### src/rtl/rst_sequencer_pkg.sv
// Shared definitions for the reset sequencer: CSR offsets, CAUSE bit positions,
// FSM state encoding and a small helper for "zero means one" counts.
package rst_sequencer_pkg;

    localparam logic [1:0] R_CTRL  = 2'd0;
    localparam logic [1:0] R_CAUSE = 2'd1;
    localparam logic [1:0] R_WIDTH = 2'd2;
    localparam logic [1:0] R_CNT   = 2'd3;

    localparam int C_WDT0 = 0;
    localparam int C_WDT1 = 1;
    localparam int C_SW   = 2;
    localparam int C_REC  = 3;

    typedef enum logic [1:0] {
        ST_IDLE    = 2'd0,
        ST_ASSERT  = 2'd1,
        ST_HOLDOFF = 2'd2
    } state_e;

    function automatic logic [7:0] at_least_one(input logic [7:0] v);
        return (v == 8'd0) ? 8'd1 : v;
    endfunction

endpackage

### src/rtl/rst_sequencer_if.sv
// CSR bus shared by the reset sequencer and its bus master.
interface rst_sequencer_if;
    logic [4:0] csr_a;
    logic [7:0] csr_di;
    logic       csr_we;
    logic [7:0] csr_do;

    modport master (output csr_a, output csr_di, output csr_we, input csr_do);
    modport slave  (input csr_a, input csr_di, input csr_we, output csr_do);
endinterface

### src/rtl/rst_sequencer_tick_countdown.sv
// Loadable down-counter in the ce tick domain; done flags the tick that ends
// a count of 1. Shared by the pulse and hold-off phases.
module tick_countdown (
    input  logic       clk,
    input  logic       rst_n,
    input  logic       ce,
    input  logic       load,
    input  logic [7:0] load_val,
    output logic       done
);
    logic [7:0] cnt_q;
    logic [7:0] cnt_d;

    always_comb begin
        cnt_d = cnt_q;
        if (load) begin
            cnt_d = load_val;
        end else if (ce && (cnt_q != 8'd0)) begin
            cnt_d = cnt_q - 8'd1;
        end
    end

    assign done = ce && (cnt_q == 8'd1);

    always_ff @(posedge clk or negedge rst_n) begin
        if (!rst_n) begin
            cnt_q <= 8'd0;
        end else begin
            cnt_q <= cnt_d;
        end
    end

endmodule

### src/rtl/rst_sequencer.sv
// Board reset sequencer: turns watchdog bites and software requests into a
// programmable low pulse plus hold-off, with a sticky cause register and bite counter.
module rst_sequencer
    import rst_sequencer_pkg::*;
#(
    parameter logic [4:0] BASE_ADDR = 5'h4,
    parameter logic [7:0] DFL_WIDTH = 8'h10,
    parameter logic [7:0] HOLDOFF   = 8'h20
) (
    input  logic                  clk,
    input  logic                  rst_n,
    input  logic                  ce,
    rst_sequencer_if.slave        csr,
    input  logic [1:0]            wdt_out,
    input  logic                  force_recovery_mode,
    output logic                  soc_rst_n,
    output logic                  busy
);

    logic [4:0] csr_off_full;
    logic       csr_hit;
    logic [1:0] csr_off;
    logic       wr_ctrl, wr_cause, wr_width, wr_cnt;

    assign csr_off_full = csr.csr_a - BASE_ADDR;
    assign csr_hit      = (csr_off_full[4:2] == 3'd0);
    assign csr_off      = csr_off_full[1:0];
    assign wr_ctrl      = csr.csr_we && csr_hit && (csr_off == R_CTRL);
    assign wr_cause     = csr.csr_we && csr_hit && (csr_off == R_CAUSE);
    assign wr_width     = csr.csr_we && csr_hit && (csr_off == R_WIDTH);
    assign wr_cnt       = csr.csr_we && csr_hit && (csr_off == R_CNT);

    logic [1:0] wdt_q;
    logic [1:0] wdt_en_q, wdt_en_d;
    logic [3:0] cause_q, cause_d;
    logic [7:0] width_q, width_d;
    logic [7:0] bite_cnt_q, bite_cnt_d;
    logic [1:0] wdt_req;
    logic       sw_req, wdt_any, any_req;

    // Edge detect against the registered level so a stuck bite fires only once.
    for (genvar gi = 0; gi < 2; gi++) begin : g_wdt_edge
        assign wdt_req[gi] = wdt_out[gi] && !wdt_q[gi] && wdt_en_q[gi];
    end

    assign sw_req  = wr_ctrl && csr.csr_di[0];
    assign wdt_any = |wdt_req;
    assign any_req = wdt_any || sw_req;

    always_comb begin
        wdt_en_d = wdt_en_q;
        width_d  = width_q;
        if (wr_ctrl) begin
            wdt_en_d = csr.csr_di[2:1];
        end
        if (wr_width) begin
            width_d = csr.csr_di;
        end

        // Clear first, then set, so a same-cycle request is never lost.
        cause_d = cause_q;
        if (wr_cause) begin
            cause_d = cause_q & ~csr.csr_di[3:0];
        end
        cause_d[C_WDT0] = cause_d[C_WDT0] | wdt_req[0];
        cause_d[C_WDT1] = cause_d[C_WDT1] | wdt_req[1];
        cause_d[C_SW]   = cause_d[C_SW]   | sw_req;
        cause_d[C_REC]  = cause_d[C_REC]  | (any_req && force_recovery_mode);

        bite_cnt_d = bite_cnt_q;
        if (wdt_any) begin
            if (wr_cnt) begin
                bite_cnt_d = 8'd1;
            end else if (bite_cnt_q != 8'hff) begin
                bite_cnt_d = bite_cnt_q + 8'd1;
            end
        end else if (wr_cnt) begin
            bite_cnt_d = 8'd0;
        end
    end

    always_ff @(posedge clk or negedge rst_n) begin
        if (!rst_n) begin
            wdt_q      <= 2'b00;
            wdt_en_q   <= 2'b11;
            cause_q    <= 4'd0;
            width_q    <= DFL_WIDTH;
            bite_cnt_q <= 8'd0;
        end else begin
            wdt_q      <= wdt_out;
            wdt_en_q   <= wdt_en_d;
            cause_q    <= cause_d;
            width_q    <= width_d;
            bite_cnt_q <= bite_cnt_d;
        end
    end

    logic [7:0] csr_rdata;

    always_comb begin
        csr_rdata = 8'd0;
        if (csr_hit) begin
            case (csr_off)
                R_CTRL:  csr_rdata = {5'd0, wdt_en_q, 1'b0};
                R_CAUSE: csr_rdata = {4'd0, cause_q};
                R_WIDTH: csr_rdata = width_q;
                default: csr_rdata = bite_cnt_q;
            endcase
        end
    end

    assign csr.csr_do = csr_rdata;

    state_e     state_q, state_d;
    logic       soc_rst_n_q, busy_q;
    logic       cd_load, cd_done;
    logic [7:0] cd_val;

    always_comb begin
        state_d = state_q;
        cd_load = 1'b0;
        cd_val  = at_least_one(width_q);
        case (state_q)
            ST_IDLE: begin
                if (any_req) begin
                    state_d = ST_ASSERT;
                    cd_load = 1'b1;
                end
            end
            ST_ASSERT: begin
                if (cd_done) begin
                    state_d = ST_HOLDOFF;
                    cd_load = 1'b1;
                    cd_val  = at_least_one(HOLDOFF);
                end
            end
            ST_HOLDOFF: begin
                if (cd_done) begin
                    state_d = ST_IDLE;
                end
            end
            default: state_d = ST_IDLE;
        endcase
    end

    tick_countdown u_countdown (
        .clk      (clk),
        .rst_n    (rst_n),
        .ce       (ce),
        .load     (cd_load),
        .load_val (cd_val),
        .done     (cd_done)
    );

    // Outputs follow the registered state, so the pulse starts one edge after entry.
    always_ff @(posedge clk or negedge rst_n) begin
        if (!rst_n) begin
            state_q     <= ST_IDLE;
            soc_rst_n_q <= 1'b1;
            busy_q      <= 1'b0;
        end else begin
            state_q     <= state_d;
            soc_rst_n_q <= (state_q != ST_ASSERT);
            busy_q      <= (state_q != ST_IDLE);
        end
    end

    assign soc_rst_n = soc_rst_n_q;
    assign busy      = busy_q;

endmodule

### src/flat_wrapper.sv
// flat-port wrapper written by rule: the top's interface ports become plain ports
module rst_sequencer_flat import rst_sequencer_pkg::*;
#(
    parameter logic [4:0] BASE_ADDR = 5'h4,
    parameter logic [7:0] DFL_WIDTH = 8'h10,
    parameter logic [7:0] HOLDOFF   = 8'h20
)
  (clk, rst_n, ce, wdt_out, force_recovery_mode, soc_rst_n, busy, csr_csr_a, csr_csr_di, csr_csr_we, csr_csr_do);
  rst_sequencer_if csr_i ();
  input  logic clk;
  input  logic rst_n;
  input  logic ce;
  input  logic [1:0] wdt_out;
  input  logic force_recovery_mode;
  output logic soc_rst_n;
  output logic busy;
  input wire logic [$bits(csr_i.csr_a)-1:0] csr_csr_a;
  input wire logic [$bits(csr_i.csr_di)-1:0] csr_csr_di;
  input wire logic [$bits(csr_i.csr_we)-1:0] csr_csr_we;
  output wire logic [$bits(csr_i.csr_do)-1:0] csr_csr_do;
  assign csr_i.csr_a = csr_csr_a;
  assign csr_i.csr_di = csr_csr_di;
  assign csr_i.csr_we = csr_csr_we;
  assign csr_csr_do = csr_i.csr_do;
  rst_sequencer #(.BASE_ADDR(BASE_ADDR), .DFL_WIDTH(DFL_WIDTH), .HOLDOFF(HOLDOFF)) u_core (.clk(clk), .rst_n(rst_n), .ce(ce), .csr(csr_i), .wdt_out(wdt_out), .force_recovery_mode(force_recovery_mode), .soc_rst_n(soc_rst_n), .busy(busy));
endmodule
### config.mk
export PLATFORM = sky130hd
export DESIGN_NAME = rst_sequencer_flat
export DESIGN_NICKNAME = d
export VERILOG_FILES = /design/src/rtl/rst_sequencer_pkg.sv /design/src/rtl/rst_sequencer_if.sv /design/src/rtl/rst_sequencer_tick_countdown.sv /design/src/rtl/rst_sequencer.sv /design/src/flat_wrapper.sv
export SDC_FILE = /design/constraint.sdc
export NUM_CORES = 1
export LEC_CHECK = 0
export ABC_AREA = 1
export BUFFER_PORTS_ARGS = -buffer_cell sky130_fd_sc_hd__clkbuf_2
export CAP_MARGIN = 20
export CORE_MARGIN = 2
export CORE_UTILIZATION = 59
export CTS_BUF_LIST = sky130_fd_sc_hd__clkbuf_2
export DETAILED_ROUTE_END_ITERATION = 8
export GPL_TIMING_DRIVEN = 0
export PLACE_DENSITY = 0.82
export RECOVER_POWER = 100
export SYNTH_ARGS = -nofsm -noshare
export SYNTH_HDL_FRONTEND = slang
export SYNTH_SLANG_ARGS = --single-unit
### constraint.sdc
create_clock -name clk -period 1.8 [get_ports clk]
set_input_delay 0.18 -clock clk [delete_from_list [all_inputs] [get_ports clk]]
set_output_delay 0.18 -clock clk [all_outputs]
set_load 0.01 [all_outputs]
# Yosys cells after proc, flatten, opt, wreduce, memory -nomap -nowiden
# Cells that the tools add are included.
[totals] regBits=36 input_bits=20
[op_classes] addsub=3 eq_ne=11 n_mux=19 bitwise=6 reduce_logical=28
[op_table] op="8-bit two-way mux" n=10
[op_table] op="8-bit one-hot mux with 3 select lines" n=1
[op_table] op="1-bit logical AND" n=13
[op_table] op="8-bit by 1-bit adder with 8-bit output (second input constant)" n=1
[op_table] op="8-bit by 1-bit equality test with 1-bit output (second input constant)" n=1
[op_table] op="8-bit zero test" n=1
[op_table] op="2-bit by 1-bit inequality test with 1-bit output (second input constant)" n=4
[op_table] op="8-bit inequality test (second input constant)" n=1
[op_table] op="2-bit nonzero test" n=4
[op_table] op="8-bit nonzero test" n=1
[op_table] op="8-bit by 1-bit subtractor with 8-bit output (second input constant)" n=1
[op_table] op="2-bit equality test (second input constant)" n=3
[op_table] op="2-bit two-way mux" n=3
[op_table] op="2-bit one-hot mux with 3 select lines" n=1
[op_table] op="5-bit by 3-bit subtractor with 5-bit output (second input constant)" n=1
[op_table] op="4-bit AND" n=1
[op_table] op="2-bit by 1-bit equality test with 1-bit output (second input constant)" n=2
[op_table] op="2-bit zero test" n=2
[op_table] op="4-bit two-way mux" n=1
[op_table] op="4-bit inverter" n=1
[op_table] op="1-bit OR" n=4
[op_table] op="3-bit zero test" n=1
[op_table] op="3-bit AND reduction" n=1
[op_table] op="1-bit zero test" n=2
[op_table] op="other kinds (5)" n=6

# Logic depth before layout (Yosys ltp)
[logic_depth] word_depth=9 mapped_depth=12 ltp_nobuf=11

# By module
# From an unflattened synthesis, not the netlist that was laid out.
[unflattened] hier_cells=300 hier_area_um2=2238.4
[by_module_without_submodules] module="rst_sequencer" n_inst=1 cells_each=210 area_each_um2=1604.0 seq_area_each_um2=705.7
[by_module_without_submodules] module="tick_countdown" n_inst=1 cells_each=90 area_each_um2=634.4 seq_area_each_um2=200.2

# Worst setup path after synthesis
# Ideal clock, no wire load.
[synth_path] path_type="reg2reg" from="register u_core.wdt_en_q[1]" to="register u_core.u_countdown.cnt_q[5]" setup_time_ns=0.117 arrival_time_ns=1.390 slack_ns=0.293 path_stages_with_launch=13 period_less_slack_ns=1.507 cell_sequence="dfstp_2 -> inv_2 -> nor2_1 -> nand2_1 -> nand2_1 -> inv_2 -> nand2_4 -> nand2_4 -> buf_6 -> nand2_2 -> nand3_1 -> nand2_1 -> nand2_1"
[synth_via] elab_chain_len=6
[synth_rtl] item="from (decl)" line="rst_sequencer.sv:34" text="logic [1:0] wdt_en_q, wdt_en_d;"
[synth_rtl] item="from (signal assigned)" line="rst_sequencer.sv:91" text="wdt_en_q <= wdt_en_d;"
[synth_rtl] item="1-bit logical AND (*)" line="rst_sequencer.sv:43" text="assign wdt_req[gi] = wdt_out[gi] && !wdt_q[gi] && wdt_en_q[gi];"
[synth_rtl] item="2-bit OR reduction (*)" line="rst_sequencer.sv:47" text="assign wdt_any = |wdt_req;"
[synth_rtl] item="1-bit logical OR (*)" line="rst_sequencer.sv:48" text="assign any_req = wdt_any || sw_req;"
[synth_rtl] item="1-bit two-way mux (*)" line="rst_sequencer.sv:125" text="if (any_req) begin"
[synth_rtl] item="1-bit one-hot mux with 2 select lines (*)" line="rst_sequencer.sv:123" text="case (state_q)"
[synth_rtl] item="8-bit two-way mux / 2-bit nonzero test (equally long branches)"
[synth_rtl] item="to (signal assigned)" line="rst_sequencer_tick_countdown.sv:29" text="cnt_q <= cnt_d;"
[synth_rtl] item="to (decl)" line="rst_sequencer_tick_countdown.sv:11" text="logic [7:0] cnt_q;"
# Every way passes the cells marked *; elsewhere a longest branch is shown, timed or not.
# A chain may end at the register's enable or synchronous reset.

# Worst setup path in the final report
[layout_path] from="register u_core.wdt_en_q[1]" to="output csr_csr_do[2]"
[layout_via] elab_chain_len=2
[layout_rtl] item="8-bit one-hot mux with 3 select lines" line="rst_sequencer.sv:103" text="case (csr_off)"
[layout_rtl] item="8-bit two-way mux" line="rst_sequencer.sv:102" text="if (csr_hit) begin"
[layout_rtl] item="to (decl)" line="flat_wrapper.sv:20" text="output wire logic [$bits(csr_i.csr_do)-1:0] csr_csr_do;"
# Every way passes these cells.

==> impl_summary.log <==
[metrics] sequential share of the synthesized area: 0.4195
[metrics] maximum net fanout on the critical path: 2
[metrics] standard cell core area: 3416 um^2
[metrics] kind of end point of the critical path: output pin
[metrics] clock period minus worst slack: 1.675 ns
[metrics] # DRC: 0
[metrics] die outline width: 64.50 um
[metrics] IR drop worst, VDD: 0.5683 mV
[metrics] Clock transition at path regs: 0.18 ns
[metrics] Setup TNS: 0 ns
[metrics] Total Die Area: 4160 um^2
[metrics] Tightest Pin Transition: 0.8728 ns
[metrics] number of buffers created by CTS: 5
[metrics] Antenna diodes: 0
[metrics] Worst R2R Path Depth: 12
[metrics] total of warnings raised by yosys: 0
[metrics] outcome: completed
[metrics] remaining max-slew budget at the tightest pin: 0.4181
[metrics] final instance count without filler cells: 375
[metrics] Setup CP Type: reg2out
[metrics] number of antenna violations at the first check in global routing: 0
[metrics] worst min path class: in2reg
[metrics] TritonCTS clock tree: done
[metrics] residual antenna-violating net count after detailed routing: 0
[metrics] Hold Path Cell Cnt: 2
[metrics] overall global routing resource usage: 0.2451
[metrics] Layout Skew: 0.01673 ns
[metrics] Final Wtd Congestion: 0.8798
[metrics] layout cell share with drive strength beyond 1: 0.1733
[metrics] Power Density: 1027 nW/um^2
[metrics] worst-skew pair later-pin latency: 0.39 ns
[metrics] Post-Syn Nets: 310
[metrics] via density per instance: 5.245
[metrics] layout net count: 352
[metrics] total via count in the routed design: 1967
[metrics] cell types with the largest area share after synthesis: sky130_fd_sc_hd__dfrtp_1, sky130_fd_sc_hd__nand2_1, sky130_fd_sc_hd__inv_1, sky130_fd_sc_hd__nand3_1, sky130_fd_sc_hd__dfstp_2
[metrics] library cell with the largest summed area after synthesis: sky130_fd_sc_hd__dfrtp_1
[metrics] number of endpoints failing setup at the final stage: 0
[metrics] Mean Syn Cell Area: 7.551 um^2
[metrics] post-route core utilization: 0.7106
[metrics] fraction of synthesized cell area taken by the top area cell type: 0.3708
[metrics] number of pins with negative max-slew slack in the final report: 0
[metrics] number of clock sinks seen by CTS: 36
[metrics] largest net degree at the start of global routing: 37
[metrics] total of fill cells in the finished design: 297
[metrics] startpoint type of the worst setup path: register
[metrics] unique cell type count in the Yosys netlist: 31
[metrics] dpl hpwl: 3529 um
[metrics] Port-buffer cells: 29
[metrics] total grt overflow: 0
[metrics] total wirelength of the detailed-routed design: 4632 um
[metrics] setup repair after global routing missed its margin: false
[metrics] Area growth syn-to-layout: 12.40%
[metrics] worst path setup slack after routing: 0.1250 ns
[metrics] ports placed on the boundary: 30
[metrics] vias in the first global route: 1906
[metrics] starting density of the core: 0.6322
[metrics] Static Leakage: 1.322 nW
[metrics] Hold Vio Cnt, Final: 0
[metrics] placed cells: 361
[metrics] Mapped Cells: 286
[metrics] count of max-cap constraint violations: 0
[metrics] mean routed wirelength per cell: 12.35 um
[metrics] Cell Rows: 21
[metrics] Required @ worst endpoint: 1.62 ns
[metrics] number of DRC violations after detailed-routing iteration 0: 126
[metrics] worst setup slack after placement: 0.09520 ns
[metrics] fraction of the cycle the final worst path needs: 0.9306
[metrics] DR pass1 iterations: 4
[metrics] htree depth: 2
[metrics] data arrival time of the critical path: 1.50 ns
[metrics] Max clock buf depth: 2
[metrics] root buffer cell: sky130_fd_sc_hd__clkbuf_2
[metrics] DIE HEIGHT: 64.50 um
[metrics] Achievable Freq: 0.5970 GHz
[metrics] cell area after synthesis: 2160 um^2
[metrics] first-pass GRT wire length: 7914 um
[metrics] number of synthesized register bits: 36
synth_stat cells:
library cell               count
sky130_fd_sc_hd__nand3b_1      1
sky130_fd_sc_hd__nor2_4        2
sky130_fd_sc_hd__mux2_2        2
sky130_fd_sc_hd__inv_2         7
sky130_fd_sc_hd__and3_1        1
sky130_fd_sc_hd__dfstp_2       4
sky130_fd_sc_hd__o21ai_1       6
sky130_fd_sc_hd__xor2_1        5
sky130_fd_sc_hd__nor2_2        3
sky130_fd_sc_hd__o21ai_0      18
sky130_fd_sc_hd__buf_6         2
sky130_fd_sc_hd__nand3_1      22
sky130_fd_sc_hd__o221ai_1      1
sky130_fd_sc_hd__dfrtp_1      32
sky130_fd_sc_hd__o22ai_1       3
sky130_fd_sc_hd__inv_1        41
sky130_fd_sc_hd__ha_1          4
sky130_fd_sc_hd__a21boi_1      1
sky130_fd_sc_hd__a21oi_1      10
sky130_fd_sc_hd__nand2_4       3
sky130_fd_sc_hd__mux2_4        2
sky130_fd_sc_hd__nand3_2       4
sky130_fd_sc_hd__nor3_1        3
sky130_fd_sc_hd__nand4_1       3
sky130_fd_sc_hd__or2_2         1
sky130_fd_sc_hd__a31oi_1       1
sky130_fd_sc_hd__nor2_1       16
sky130_fd_sc_hd__nand2_2       4
sky130_fd_sc_hd__nand4_2       1
sky130_fd_sc_hd__or2_1         2
sky130_fd_sc_hd__nand2_1      81
cells by family after synthesis:
kind of cell	count (synthesis)	synth area share
AO/OA/AOI/OAI	40	0.09792
XOR/XNOR	5	0.02028
adder cells (fa/ha/maj)	4	0.02318
buffers and inverters	50	0.09386
flip-flops	36	0.4195
multiplexers	4	0.02433
AND/OR/NAND/NOR	147	0.3210
worst paths after layout:
check                                    from                          end  slack (ns)
setup / recovery           u_core.wdt_en_q[1]                csr_csr_do[2]        0.12
hold / removal                  csr_csr_di[6]            u_core.width_q[6]       0.008
setup reg to reg           u_core.wdt_en_q[1]  u_core.u_countdown.cnt_q[1]        0.15
hold reg to reg             u_core.cause_q[0]            u_core.cause_q[0]        0.51
max in group asynchronous               rst_n            u_core.width_q[5]        0.84
min in group asynchronous               rst_n  u_core.u_countdown.cnt_q[6]        0.40
worst max-delay path: stages (launching register included):
cell                       delay (ns)
sky130_fd_sc_hd__dfstp_2         0.57
sky130_fd_sc_hd__inv_1           0.05
sky130_fd_sc_hd__nor3_1          0.12
sky130_fd_sc_hd__o221ai_1        0.13
sky130_fd_sc_hd__inv_1           0.08
sky130_fd_sc_hd__clkbuf_1        0.14
registers in the layout, indices dropped and copies added (netlist names):
register	cells
u_core.bite_cnt_q	8
u_core.busy	1
u_core.cause_q	4
u_core.soc_rst_n	1
u_core.state_q	2
u_core.u_countdown.cnt_q	8
u_core.wdt_en_q	2
u_core.wdt_q	2
u_core.width_q	8
metal layers:
layer / vias up / routed length [um] / track usage / part of all wire
li1: 990 / - / - / -
met1: 908 / 1975 / 0.2862 / 0.43
met2: 59 / 2383 / 0.4505 / 0.51
met3: 10 / 193 / 0.03646 / 0.042
met4: 0 / 79 / 0.09574 / 0.017
met5: - / 0 / 0 / 0
repair_timing:
action | 4_1_cts | 5_1_grt
endpoints found under the hold margin | 36 | 0
gates resized for setup | 0 | 2
endpoints found under the setup margin | 0 | 8
hold buffers | 5 | 0
setup buffers | 0 | 1
area by class of cell:
class	count	area [um^2]	share of cell area
timing repair buffer	35	192.7	0.07938
tap	46	57.56	0.02371
inverter	48	180.2	0.07423
sequential	36	905.9	0.3732
buffer	2	15.01	0.006186
clock buffer	5	25.02	0.01031
clock inverter	3	13.76	0.005670
multi-input combinational	200	1037	0.4273
placed cells by master, fill, tap and decap left out, drive strengths merged:
master / n
nor2: 21
mux2: 4
and3: 1
nand3: 26
o22ai: 3
inv: 48
a21boi: 1
dlygate4sd3: 5
ha: 4
a31oi: 1
nand2: 88
buf: 2
dfrtp: 32
a21oi: 10
xor2: 5
clkinv: 3
o21ai: 24
o221ai: 1
nor3: 3
nand3b: 1
or2: 3
dfstp: 4
clkbuf: 35
nand4: 4
power by group:
part | internal [mW] | switching, mW | total, mW
sequential | 1.03 | 0.175 | 1.20
combinational | 0.358 | 0.573 | 0.931
clock | 0.0869 | 0.272 | 0.359
total | 1.47 | 1.02 | 2.49
per-stage QoR:
stage	area [um^2]	hold slack, ns	power [mW]
6_report	2427	0.007789	2.493
5_1_grt	2427	0.002274	2.711
4_1_cts	2451	0.02085	2.520
3_5_place_dp	2362	0.3084	2.161
3_3_place_gp	2362	0.3068	2.125
2_1_floorplan	2160	-0.1156	1.904
Note: power is estimated with default switching activity, not from simulation.
